File: src/rtl/slice_header_field_sequencer_pkg.sv
// ============================================================================
// Module      : slice_header_field_sequencer_pkg
// Description : State codes, field widths and next-field decode for the
//               slice-header sequencer. SLICE_HDR_ERR_CHK_EN adds the error state.
// Revision    : 1.0 - initial release
// ============================================================================
`default_nettype none

package slice_header_field_sequencer_pkg;

    localparam int unsigned STATE_W        = 5;
    localparam logic [4:0]  NAL_IDR        = 5'd5;
    localparam int unsigned FIRST_MB_W     = 8;
    localparam int unsigned SLICE_TYPE_W   = 4;
    localparam int unsigned PPS_ID_W       = 8;
    localparam int unsigned FRAME_NUM_W    = 10;
    localparam int unsigned IDR_PIC_ID_W   = 8;
    localparam int unsigned POC_LSB_W      = 10;
    localparam int unsigned QP_DELTA_W     = 6;
    localparam int unsigned DBF_IDC_W      = 2;

    typedef enum logic [STATE_W-1:0] {
        ST_IDLE       = 5'd0,
        ST_FIRST_MB   = 5'd1,
        ST_SLICE_TYPE = 5'd2,
        ST_PPS_ID     = 5'd3,
        ST_FRAME_NUM  = 5'd4,
        ST_IDR_PIC_ID = 5'd5,
        ST_POC_LSB    = 5'd6,
        ST_QP_DELTA   = 5'd7,
        ST_DBF_IDC    = 5'd8,
`ifdef SLICE_HDR_ERR_CHK_EN
        ST_END        = 5'd9,
        ST_ERR        = 5'd10
`else
        ST_END        = 5'd9
`endif
    } state_t;

    // Optional fields are chained past in the same decode, so a skip costs no cycle.
    function automatic state_t next_field(input state_t     cur,
                                          input logic [4:0] nal_unit_type,
                                          input logic [1:0] poc_type,
                                          input logic       dbf_present);
        state_t nxt;
        nxt = ST_END;
        case (cur)
            ST_FIRST_MB:   nxt = ST_SLICE_TYPE;
            ST_SLICE_TYPE: nxt = ST_PPS_ID;
            ST_PPS_ID:     nxt = ST_FRAME_NUM;
            ST_FRAME_NUM: begin
                if (nal_unit_type == NAL_IDR) nxt = ST_IDR_PIC_ID;
                else if (poc_type == 2'd0)    nxt = ST_POC_LSB;
                else                          nxt = ST_QP_DELTA;
            end
            ST_IDR_PIC_ID: nxt = (poc_type == 2'd0) ? ST_POC_LSB : ST_QP_DELTA;
            ST_POC_LSB:    nxt = ST_QP_DELTA;
            ST_QP_DELTA:   nxt = dbf_present ? ST_DBF_IDC : ST_END;
            default:       nxt = ST_END;
        endcase
        return nxt;
    endfunction

endpackage

`default_nettype wire

File: src/rtl/slice_header_field_sequencer_se_code_map.sv
// ============================================================================
// Module      : se_code_map
// Description : Signed Exp-Golomb mapping, codeNum to 6-bit two's complement.
// Revision    : 1.0 - initial release
// ============================================================================
`default_nettype none

module se_code_map
    import slice_header_field_sequencer_pkg::*;
(
    input  logic [7:0]            code_num,
    output logic [QP_DELTA_W-1:0] se_value
);

    logic [7:0] w_mag;
    logic [7:0] w_sel;

    // Odd k -> +(k+1)/2, even k -> -k/2; upper bits dropped by truncation.
    assign w_mag    = {1'b0, code_num[7:1]} + {7'd0, code_num[0]};
    assign w_sel    = code_num[0] ? w_mag : (8'd0 - w_mag);
    assign se_value = w_sel[QP_DELTA_W-1:0];

    logic w_unused_hi;
    assign w_unused_hi = ^w_sel[7:QP_DELTA_W];

endmodule

`default_nettype wire

File: src/rtl/slice_header_field_sequencer.sv
// ============================================================================
// Module      : slice_header_field_sequencer
// Description : Steps the slice-header syntax elements, drives consume length,
//               registers parsed fields. Optional macro: SLICE_HDR_ERR_CHK_EN.
// Revision    : 1.0 - initial release
// ============================================================================
`default_nettype none

module slice_header_field_sequencer
    import slice_header_field_sequencer_pkg::*;
(
    input  logic                    clk,
    input  logic                    reset,
    input  logic                    slice_header_start,
    input  logic [4:0]              nal_unit_type,
    input  logic [1:0]              pic_order_cnt_type,
    input  logic                    deblocking_filter_control_present_flag,
    input  logic                    BitStream_buffer_valid,
    input  logic [4:0]              exp_golomb_len,
    input  logic [7:0]              exp_golomb_decoding_output,
    input  logic [3:0]              dependent_variable_len,
    input  logic [9:0]              dependent_variable_decoding_output,
    output logic [STATE_W-1:0]      slice_header_state,
    output logic [4:0]              bits_consume,
    output logic                    bits_consume_valid,
    output logic [FIRST_MB_W-1:0]   first_mb_in_slice,
    output logic [SLICE_TYPE_W-1:0] slice_type,
    output logic [PPS_ID_W-1:0]     pic_parameter_set_id,
    output logic [FRAME_NUM_W-1:0]  frame_num,
    output logic [IDR_PIC_ID_W-1:0] idr_pic_id,
    output logic [POC_LSB_W-1:0]    pic_order_cnt_lsb,
    output logic [QP_DELTA_W-1:0]   slice_qp_delta,
    output logic [DBF_IDC_W-1:0]    disable_deblocking_filter_idc,
    output logic                    slice_header_done,
    output logic                    slice_header_err
);

    state_t                r_state;
    state_t                w_next;
    logic                  w_field_state;
    logic                  w_dep_state;
    logic                  w_err;
    logic [QP_DELTA_W-1:0] w_se;

    se_code_map u_se_code_map (
        .code_num (exp_golomb_decoding_output),
        .se_value (w_se)
    );

    assign slice_header_state = r_state;

    always_comb begin
        w_field_state = 1'b0;
        w_dep_state   = 1'b0;
        case (r_state)
            ST_FIRST_MB, ST_SLICE_TYPE, ST_PPS_ID, ST_IDR_PIC_ID,
            ST_QP_DELTA, ST_DBF_IDC:          w_field_state = 1'b1;
            ST_FRAME_NUM, ST_POC_LSB: begin
                w_field_state = 1'b1;
                w_dep_state   = 1'b1;
            end
            default: begin
                w_field_state = 1'b0;
                w_dep_state   = 1'b0;
            end
        endcase
    end

    always_comb begin
        bits_consume_valid = w_field_state & BitStream_buffer_valid;
        bits_consume       = 5'd0;
        if (bits_consume_valid)
            bits_consume = w_dep_state ? {1'b0, dependent_variable_len} : exp_golomb_len;
    end

    always_comb begin
        w_next = next_field(r_state, nal_unit_type, pic_order_cnt_type,
                            deblocking_filter_control_present_flag);
    end

`ifdef SLICE_HDR_ERR_CHK_EN
    always_comb begin
        w_err = 1'b0;
        if (w_field_state && !w_dep_state && exp_golomb_len > 5'd15)
            w_err = 1'b1;
        case (r_state)
            ST_SLICE_TYPE: if (exp_golomb_decoding_output > 8'd9)  w_err = 1'b1;
            ST_DBF_IDC:    if (exp_golomb_decoding_output > 8'd2)  w_err = 1'b1;
            ST_QP_DELTA:   if (exp_golomb_decoding_output > 8'd52) w_err = 1'b1;
            default: ;
        endcase
    end
`else
    assign w_err            = 1'b0;
    assign slice_header_err = 1'b0;
`endif

    always_ff @(posedge clk or posedge reset) begin
        if (reset) begin
            r_state                       <= ST_IDLE;
            first_mb_in_slice             <= '0;
            slice_type                    <= '0;
            pic_parameter_set_id          <= '0;
            frame_num                     <= '0;
            idr_pic_id                    <= '0;
            pic_order_cnt_lsb             <= '0;
            slice_qp_delta                <= '0;
            disable_deblocking_filter_idc <= '0;
            slice_header_done             <= 1'b0;
`ifdef SLICE_HDR_ERR_CHK_EN
            slice_header_err              <= 1'b0;
`endif
        end else begin
            slice_header_done <= 1'b0;
            case (r_state)
                ST_IDLE: begin
                    if (slice_header_start) begin
                        r_state                       <= ST_FIRST_MB;
                        idr_pic_id                    <= '0;
                        pic_order_cnt_lsb             <= '0;
                        disable_deblocking_filter_idc <= '0;
`ifdef SLICE_HDR_ERR_CHK_EN
                        slice_header_err              <= 1'b0;
`endif
                    end
                end
                ST_END: r_state <= ST_IDLE;
`ifdef SLICE_HDR_ERR_CHK_EN
                ST_ERR: r_state <= ST_IDLE;
`endif
                default: begin
                    if (BitStream_buffer_valid) begin
                        case (r_state)
                            ST_FIRST_MB:   first_mb_in_slice    <= exp_golomb_decoding_output;
                            ST_SLICE_TYPE: slice_type           <= exp_golomb_decoding_output[SLICE_TYPE_W-1:0];
                            ST_PPS_ID:     pic_parameter_set_id <= exp_golomb_decoding_output;
                            ST_FRAME_NUM:  frame_num            <= dependent_variable_decoding_output;
                            ST_IDR_PIC_ID: idr_pic_id           <= exp_golomb_decoding_output;
                            ST_POC_LSB:    pic_order_cnt_lsb    <= dependent_variable_decoding_output;
                            ST_QP_DELTA:   slice_qp_delta       <= w_se;
                            ST_DBF_IDC:    disable_deblocking_filter_idc <=
                                               exp_golomb_decoding_output[DBF_IDC_W-1:0];
                            default: ;
                        endcase
`ifdef SLICE_HDR_ERR_CHK_EN
                        if (w_err) begin
                            r_state          <= ST_ERR;
                            slice_header_err <= 1'b1;
                        end else
`endif
                        begin
                            r_state           <= w_next;
                            slice_header_done <= (w_next == ST_END) && !w_err;
                        end
                    end
                end
            endcase
        end
    end

endmodule

`default_nettype wire

File: config.mk
export PLATFORM = sky130hd
export DESIGN_NAME = slice_header_field_sequencer
export DESIGN_NICKNAME = d
export VERILOG_FILES = /design/src/rtl/slice_header_field_sequencer_pkg.sv /design/src/rtl/slice_header_field_sequencer_se_code_map.sv /design/src/rtl/slice_header_field_sequencer.sv
export SDC_FILE = /design/constraint.sdc
export NUM_CORES = 1
export LEC_CHECK = 0
export CELL_PAD_IN_SITES_DETAIL_PLACEMENT = 2
export CELL_PAD_IN_SITES_GLOBAL_PLACEMENT = 2
export CORE_UTILIZATION = 26
export DETAILED_ROUTE_END_ITERATION = 8
export GPL_TIMING_DRIVEN = 0
export HOLD_SLACK_MARGIN = 0.06
export PLACE_DENSITY_LB_ADDON = 0.3
export SLEW_MARGIN = 15
export SYNTH_ARGS = -nofsm -noshare
export SYNTH_HDL_FRONTEND = slang
export SYNTH_SLANG_ARGS = --single-unit
File: constraint.sdc
create_clock -name clk -period 2.4 [get_ports clk]
set_clock_uncertainty 0.15 [all_clocks]
set_input_delay 0.36 -clock clk [delete_from_list [all_inputs] [get_ports clk]]
set_output_delay 0.36 -clock clk [all_outputs]
set_load 0.1 [all_outputs]
==> results of run 1 <==
-- state kept, by name (all words and copies together) (netlist names), 2 cells and up --
signal / flops
slice_type: 4
idr_pic_id: 8
slice_qp_delta: 6
first_mb_in_slice: 8
slice_header_state: 4
frame_num: 10
pic_parameter_set_id: 8
disable_deblocking_filter_idc: 2
pic_order_cnt_lsb: 10
-- cells by family after synthesis --
| kind of cell | Yosys count |
|---|---|
| simple gates | 101 |
| flops | 61 |
| compound gates | 43 |
| mux | 31 |
| buf+inv | 28 |
| xor+xnor | 11 |
| fa+ha+maj | 3 |
| other cells | 1 |
-- per-stage QoR --
stage	setup TNS (ns)	hold WS [ns]	cell area, µm²
2_1_floorplan	-0.585	0.343	2970
6_report	0	0.195	4450
3_3_place_gp	-56.15	0.299	4160
5_1_grt	-0.0604	0.210	4450
4_1_cts	-0.0306	0.192	4400
3_5_place_dp	-4.89	0.309	4190
-- area by class of cell --
type                       count  area, µm²  area share (%)
clock buffer                  12        155            3.49
multi-input combinational    191       1320            29.7
clock inverter                 4       22.5           0.506
inverter                      10       43.8           0.984
buffer                        18        103            2.31
tap                          140        175            3.94
timing repair buffer         105       1100            24.6
sequential                    61       1530            34.4
-- cell usage after synthesis (2+ instances only) --
cell      instances
dfrtp_1          61
nand2_1          48
mux2_2           29
nand3_1          21
o21ai_0          17
nor2_1           13
inv_1            10
a21oi_1           9
a22o_1            8
buf_2             8
xnor2_1           8
clkbuf_1          4
buf_1             3
buf_4             3
ha_1              3
nand2b_1          3
xor2_1            3
a31oi_1           2
and3_1            2
mux2i_1           2
nor2_2            2
nor3_1            2
nor3_2            2
-- timing repair --
action,in CTS,in global routing
setup buffers,1,1
gates resized for setup,53,17
pin swaps,2,3
endpoints found under the setup margin,11,20
-- routing by layer --
metal	vias up	share of wire, %
li1	1184	-
met1	1285	43
met2	54	52
met3	9	3.7
met4	0	1.5
met5	-	0
-- how the worst max path moves through the flow --
| stage | depth (start not counted) | end | slack (ns) | start |
|---|---|---|---|---|
| after detailed placement | 7 | bits_consume[4] | -0.70 | slice_header_state[0] |
| final | 7 | bits_consume[4] | 0.01 | slice_header_state[0] |
| after global routing | 7 | bits_consume[4] | -0.06 | slice_header_state[0] |
| after floorplan | 6 | bits_consume[4] | -0.36 | slice_header_state[0] |
| after global placement | 2 | slice_header_state[1] | -1.04 | reset |
| after CTS | 7 | bits_consume[4] | -0.03 | slice_header_state[2] |
-- worst max-delay path: stages, from the launching register on --
cell and delay, ns:
dfrtp_2 0.42, buf_8 0.13, nor3_4 0.23, xnor2_2 0.17, nand2_4 0.14, clkinvlp_4 0.10
and3_4 0.18, buf_12 0.17
==> results_dict.tcl, run 1 <==
set metrics [dict create \
    n_fill_cell 1171 \
    core_mm2 0.0108 \
    r2r_slack_ns 0.30 \
    cts_tree "done" \
    arrival_ns 1.88 \
    num_vias 2532 \
    grt_pass1_wl_um 14600 \
    setup_viol 0 \
    post_synth_num_cell_types 39 \
    r2r-end "frame_num[7]" \
    drt_iter0_drc 59 \
    drt-total-wl_um 9220 \
    cp-start-kind "flop" \
    htreeDepth 3 \
    post_drt_wl_per_cell_um 17.0 \
    ant_nets 0 \
    r2r_cells 4 \
    relSlewSlack_pct 32.7 \
    grt-ovfl-total 0 \
    worstReg2RegStart "slice_header_state[0]" \
    syn-cell-area_mm2 0.00289 \
    tightest_slew_ns 1.01 \
    synth.avg_cell_area_um2 10.4 \
    ctsHoldBuffers 0 \
    fin_nets 438 \
    yosysTopAreaCell "dfrtp_1" \
    place.gp.congestion 0.731 \
    area_growth_pct 54.1 \
    synth-edff-count 0 \
    met3_usage_pct 3.51 \
    drv_cap 0 \
    io_pins 108 \
    die_y_um 107 \
    synth_top_family_by_area "simple AND/OR/NAND/NOR gates" \
    cts-buffers-inserted 9 \
    syn_inst 279 \
    synth_mux_area_share_pct 12.0 \
    synth_compound_area_share_pct 9.45 \
    ys_warn_count 0 \
    finalCritPeriodShare_pct 99.4 \
    synth.yosys.seq_area_share_pct 52.9 \
    synthXorXnorAreaFrac_pct 3.34 \
    start_util_pct 26.6 \
    netlist.area_leader.share_pct 52.9 \
    synthAdderAreaFrac_pct 1.30 \
    utilization_pct 41.0 \
    cts-root-buf "clkbuf_8" \
    grt_max_degree 38 \
    period_needed_ns 2.39 \
    outcome "finished clean" \
    end_kind "output pin" \
    pre_cts_slack_ns -0.701 \
    fmaxAchievable_ghz 0.419 \
    finalHoldViolations 0 \
    met2_usage_pct 29.3 \
    critPathMaxFanout 5 \
    grt_usage_pct 16.9 \
    ys_ff_latch 61 \
    die_w_um 107 \
    port_buffers 102 \
    slew_violations 0 \
    required_ns 1.89 \
    gr-max-usage-layer "met2" \
    grt_pass1_vias 2707 \
    detailed_place_hpwl_um 6710 \
    drt_pass1_iterations 4 \
    async_flop_share_pct 100 \
    final_common_cell "clkdlybuf4s50_1" \
    synth.area.top_cells "dfrtp_1, mux2_2, nand2_1, nand3_1, o21ai_0" \
    cts_sinks 61 \
    via_per_inst 4.68 \
    holdCritPathClass "in2async" \
    fin_cells 541 \
    n_antenna_cell 0 \
    num_rows 38 \
    path_class "reg2out" \
    dp.cells 523 \
    die_area_mm2 0.0115 \
    remaining_drc_errors 0 \
    mostFrequentLayoutCells "clkdlybuf4s50_1, dfrtp_1, nand2_1, mux2_2, nand3_1" \
    clock_latency_ns 0.34 \
    antenna_found_initial 0 \
    clk_path_buf_depth 2 \
    finalWorstSetupSlack_ns 0.0144 \
    synth_ff_type "dfrtp_1" \
    clk_pin_slew_ns 0.07 \
    rsz0062_at_grt "true" \
    synthSimpleGateAreaFrac_pct 16.6 \
    layout-drive-gt1-share_pct 21.7 \
    grtUsageMet1_pct 20.2 \
]
Power of run 1 is not shown: default switching activity piles up to over one toggle a cycle in this logic, so the estimate is an artifact.
==> run 2: changes to the inputs <==
--- a/config.mk
+++ b/config.mk
@@ -5,6 +5,7 @@
 export SDC_FILE = /design/constraint.sdc
 export NUM_CORES = 1
 export LEC_CHECK = 0
+export ABC_CLOCK_PERIOD_IN_PS = 2400
 export CELL_PAD_IN_SITES_DETAIL_PLACEMENT = 2
 export CELL_PAD_IN_SITES_GLOBAL_PLACEMENT = 2
 export CORE_UTILIZATION = 26
@@ -12,6 +13,7 @@
 export GPL_TIMING_DRIVEN = 0
 export HOLD_SLACK_MARGIN = 0.06
 export PLACE_DENSITY_LB_ADDON = 0.3
+export SKIP_CTS_REPAIR_TIMING = 1
 export SLEW_MARGIN = 15
 export SYNTH_ARGS = -nofsm -noshare
 export SYNTH_HDL_FRONTEND = slang
==> results_dict.tcl, run 2 (synthesis gave the netlist of run 1 again) <==
set metrics [dict create \
    outcome "finished clean" \
    place.gp.congestion 0.731 \
    highest_layer "met4" \
    setup_viol 0 \
    holdCritPathClass "in2async" \
    clk_path_buf_depth 2 \
    num_rows 38 \
    period_needed_ns 2.38 \
    required_ns 1.89 \
    grt-ovfl-total 0 \
    cp-start-kind "flop" \
    reg_top3 "frame_num (10), pic_order_cnt_lsb (10)" \
    crit_slowest_cell "dfrtp_2" \
    slew_violations 0 \
    critPathMaxFanout 9 \
    layout-drive-gt1-share_pct 21.5 \
    r2r-end "frame_num[7]" \
    area_growth_pct 54.6 \
    antenna_found_initial 0 \
    grt_max_degree 38 \
    cts-root-buf "clkbuf_8" \
    layout.area.seq_mm2 0.00153 \
    r2r_slack_ns 0.37 \
    cts_sinks 61 \
    drt_pass1_iterations 4 \
    die_y_um 107 \
    end_kind "output pin" \
    core_mm2 0.0108 \
    drv_cap 0 \
    arrival_ns 1.87 \
    detailed_place_hpwl_um 6710 \
    grt_usage_pct 16.8 \
    htreeDepth 3 \
    die_area_mm2 0.0115 \
    wl_met1_um 3870 \
    pre_cts_slack_ns -0.701 \
    port_buffers 102 \
    grt_pass1_wl_um 14500 \
    path_cells "buf_6, nor3_4, xnor2_2, nand2_4, clkinvlp_4, and3_4, buf_12" \
    r2r_cells 3 \
    drt_iter0_drc 56 \
    rsz0062_at_grt "true" \
    cts-buffers-inserted 9 \
    final_common_cell "clkdlybuf4s50_1" \
    finalWorstSetupSlack_ns 0.0227 \
    grt_pass1_vias 2692 \
    wl_met3_um 349 \
    ant_nets 0 \
    clk_pin_slew_ns 0.07 \
    via_per_inst 4.65 \
    n_antenna_cell 0 \
    critPathMaxStageDelay_ns 0.40 \
    relSlewSlack_pct 31.7 \
    worstReg2RegStart "slice_header_state[1]" \
    finalHoldViolations 0 \
    die_w_um 107 \
    tightest_slew_ns 1.02 \
    io_pins 108 \
    finalCritPeriodShare_pct 99.1 \
    clock_latency_ns 0.33 \
    path_class "reg2out" \
    mostFrequentLayoutCells "clkdlybuf4s50_1, dfrtp_1, nand2_1, mux2_2, nand3_1" \
    fmaxAchievable_ghz 0.421 \
    wl_met2_um 4810 \
    multi_input_area_mm2 0.00133 \
    fin_nets 437 \
    remaining_drc_errors 0 \
    start_util_pct 26.6 \
    cts_tree "done" \
    num_vias 2513 \
    post_drt_wl_per_cell_um 16.9 \
    n_fill_cell 1167 \
    finalSetupTns_ns 0 \
    drt-total-wl_um 9150 \
]
## run 2: worst max-delay path by stage
| stage | startpoint | end | slack, ns | cells past startpoint |
|---|---|---|---|---|
| after detailed placement | slice_header_state[0] | bits_consume[4] | -0.70 | 7 |
| after CTS | slice_header_state[0] | bits_consume[4] | -1.08 | 7 |
| after global placement | reset | slice_header_state[1] | -1.04 | 2 |
| after global routing | slice_header_state[2] | bits_consume[4] | -0.06 | 7 |
| after floorplan | slice_header_state[0] | bits_consume[4] | -0.36 | 6 |
| final | slice_header_state[2] | bits_consume[4] | 0.02 | 7 |
## run 2: area by class of cell
type	count	area share (%)
Multi-Input combinational cell	191	29.7
Buffer	18	2.30
Sequential cell	61	34.3
Tap cell	140	3.92
Inverter	10	0.981
Clock buffer	12	3.47
Timing Repair Buffer	104	24.8
Clock inverter	4	0.504
## run 2: critical path: cells and delay by family, from the launching register on
kind,cells,cell delay [ns]
flops,1,0.40
buf+inv,3,0.41
simple gates,3,0.55
xor+xnor,1,0.17
## run 2: per-layer routing
metal	global-route usage, %	up-vias
met3	3.51	8
met2	29.2	53
li1	-	1180
met1	20.0	1272
met4	7.05	0
met5	0	-
## run 2: per-stage QoR
stage               util, %  std cells  instance area [µm²]  hold WS [ns]
detailed placement     38.6        523                 4190         0.309
global route           41.2        540                 4470         0.210
finish                 41.2        540                 4470         0.197
CTS                    40.3        539                 4360         0.192
floorplan                 -        280                 2970         0.343
global placement       38.4        522                 4160         0.299
Power of run 2 is left out for the same reason.
==> run 3: changes to the inputs <==
--- a/config.mk
+++ b/config.mk
@@ -5,10 +5,11 @@
 export SDC_FILE = /design/constraint.sdc
 export NUM_CORES = 1
 export LEC_CHECK = 0
+export ABC_AREA = 1
 export ABC_CLOCK_PERIOD_IN_PS = 2400
 export CELL_PAD_IN_SITES_DETAIL_PLACEMENT = 2
 export CELL_PAD_IN_SITES_GLOBAL_PLACEMENT = 2
-export CORE_UTILIZATION = 26
+export CORE_UTILIZATION = 25
 export DETAILED_ROUTE_END_ITERATION = 8
 export GPL_TIMING_DRIVEN = 0
 export HOLD_SLACK_MARGIN = 0.06
==> results_dict.tcl, run 3 <==
set metrics [dict create \
    outcome "complete, but fails checks" \
    violations "setup timing" \
    cp_num_buf_inv 2 \
    r2r-end "first_mb_in_slice[6]" \
    critPathMaxStageDelay_ns 0.44 \
    synth.area.top_cells "dfrtp_1, nand2_1, o21ai_2, inv_1, o21ai_0" \
    relSlewSlack_pct 33.2 \
    die_area_mm2 0.0122 \
    synth_ff_type "dfrtp_1" \
    required_ns 1.89 \
    die_w_um 111 \
    r2r_slack_ns 0.15 \
    grt_max_degree 39 \
    syn_inst 335 \
    rsz0062_at_grt "true" \
    synth-edff-count 0 \
    path_class "reg2out" \
    grt-ovfl-total 0 \
    period_needed_ns 2.41 \
    num_rows 39 \
    synth.avg_cell_area_um2 8.80 \
    final_common_cell "nand2_1" \
    holdCritPathClass "in2async" \
    antenna_found_initial 0 \
    area_growth_pct 61.1 \
    finalCritPeriodShare_pct 100 \
    clk_path_buf_depth 2 \
    crit_slowest_cell "dfrtp_2" \
    grt_pass1_vias 3055 \
    post_synth_num_cell_types 33 \
    placed_cell_area_mm2 0.00427 \
    pre_cts_slack_ns -0.799 \
    finalSetupTns_ns -0.00688 \
    arrival_ns 1.90 \
    finalWorstSetupSlack_ns -0.00688 \
    end_kind "output pin" \
    cts_sinks 61 \
    finalHoldViolations 0 \
    drt_iter0_drc 75 \
    cp-startpoint "slice_header_state[1]" \
    htreeDepth 3 \
    path_cells "nor2_4, nand2_4, a21oi_4, clkinvlp_4, a21oi_4, buf_12" \
    ys_ff_latch 61 \
    fmaxAchievable_ghz 0.415 \
    fin_area_mm2 0.00475 \
    critPathTopFamily "flip-flops" \
    ant_nets 0 \
    drt-total-wl_um 10100 \
    n_antenna_cell 0 \
    grt_usage_pct 16.6 \
    tightest_slew_ns 1.00 \
    utilization_pct 41.4 \
    drt_pass1_iterations 6 \
    drv_cap 0 \
    start_util_pct 25.7 \
    fin_nets 505 \
    n_fill_cell 1255 \
    yosysMostFrequentCell "nand2_1" \
    clk_pin_slew_ns 0.06 \
    layout-drive-gt1-share_pct 20.3 \
    cts_tree "done" \
    r2r_cells 9 \
    clock_latency_ns 0.33 \
    port_buffers 105 \
    io_pins 108 \
    mostFrequentLayoutCells "nand2_1, clkdlybuf4s50_1, dfrtp_1, inv_1, o21ai_0" \
    ys_warn_count 0 \
    cp-start-kind "flop" \
    die_y_um 111 \
    syn-cell-area_mm2 0.00295 \
    reg_top3 "frame_num (10), pic_order_cnt_lsb (10)" \
    slew_violations 0 \
    remaining_drc_errors 0 \
    setup_viol 1 \
    via_per_inst 4.59 \
    worstReg2RegStart "slice_header_state[1]" \
    place.gp.congestion 0.795 \
    detailed_place_hpwl_um 7200 \
    grt_pass1_wl_um 15900 \
    critPathMaxFanout 5 \
    yosysTopAreaCell "dfrtp_1" \
    netlist.area_leader.share_pct 51.8 \
    core_mm2 0.0115 \
    post_drt_wl_per_cell_um 16.5 \
    synth.yosys.seq_area_share_pct 51.8 \
    cts-root-buf "clkbuf_16" \
    synthTopCellsByCount "nand2_1, dfrtp_1, inv_1, o21ai_0, nand3_1" \
    async_flop_share_pct 100 \
    cts-buffers-inserted 9 \
    num_vias 2805 \
    path_common_cell "a21oi_4" \
]
[run 3: changes by cell type after synthesis, sizes merged, moves of 3 or more]
cell    before  now
nand2b       3    0
buf         14    6
mux2        29    0
nand2       48  107
o21ai       17   54
a22o         8    0
nand3       21   24
clkbuf       4    1
xnor2        8    1
inv         10   36
[run 3: how the worst max path moves through the flow]
stage                                        to  cells past startpoint
final                           bits_consume[2]                      6
after global routing            bits_consume[2]                      6
after CTS                       bits_consume[3]                      6
after detailed placement        bits_consume[3]                      6
after global placement    slice_header_state[3]                      2
after floorplan                 bits_consume[0]                      6
[run 3: cell families after synthesis]
family / count (synthesis) / synth area share, %
adders and majority gates: 3 / 1.27
xor gates and xnor gates: 2 / 0.594
DFF: 61 / 51.8
other: 1 / 0.127
AOI/OAI and AO/OA: 65 / 13.6
and+or+nand+nor: 159 / 26.0
buffers and inverters: 44 / 6.62
[run 3: routing by layer]
metal,track usage (%),vias up,part of all wire [%]
met5,0,-,0
met1,19.9,1394,42
met4,4.53,0,0.89
met3,4.23,10,3.5
li1,-,1339,-
met2,29.2,62,53
[run 3: through the flow]
stage / instances / hold slack, ns
2_1_floorplan: 336 / 0.372
3_5_place_dp: 585 / 0.320
6_report: 611 / 0.198
4_1_cts: 601 / 0.203
5_1_grt: 611 / 0.227
3_3_place_gp: 584 / 0.317
[run 3: cell type report]
| cell class | count | area (µm²) | share of cell area [%] |
|---|---|---|---|
| timing repair buffer | 116 | 1210 | 25.5 |
| sequential | 61 | 1530 | 32.2 |
| multi-input combinational | 231 | 1330 | 27.9 |
| clock inverter | 7 | 75.1 | 1.58 |
| buffer | 7 | 56.3 | 1.18 |
| tap | 143 | 179 | 3.77 |
| clock buffer | 9 | 225 | 4.74 |
| inverter | 37 | 145 | 3.05 |
[run 3: worst register-to-register path: cells and delay by family (launching register included)]
kind            cells  cell delay (ns)
flops               1             0.44
compound gates      1             0.10
simple gates        3             0.58
buf+inv             5             0.84
Power of run 3 is left out for the same reason.
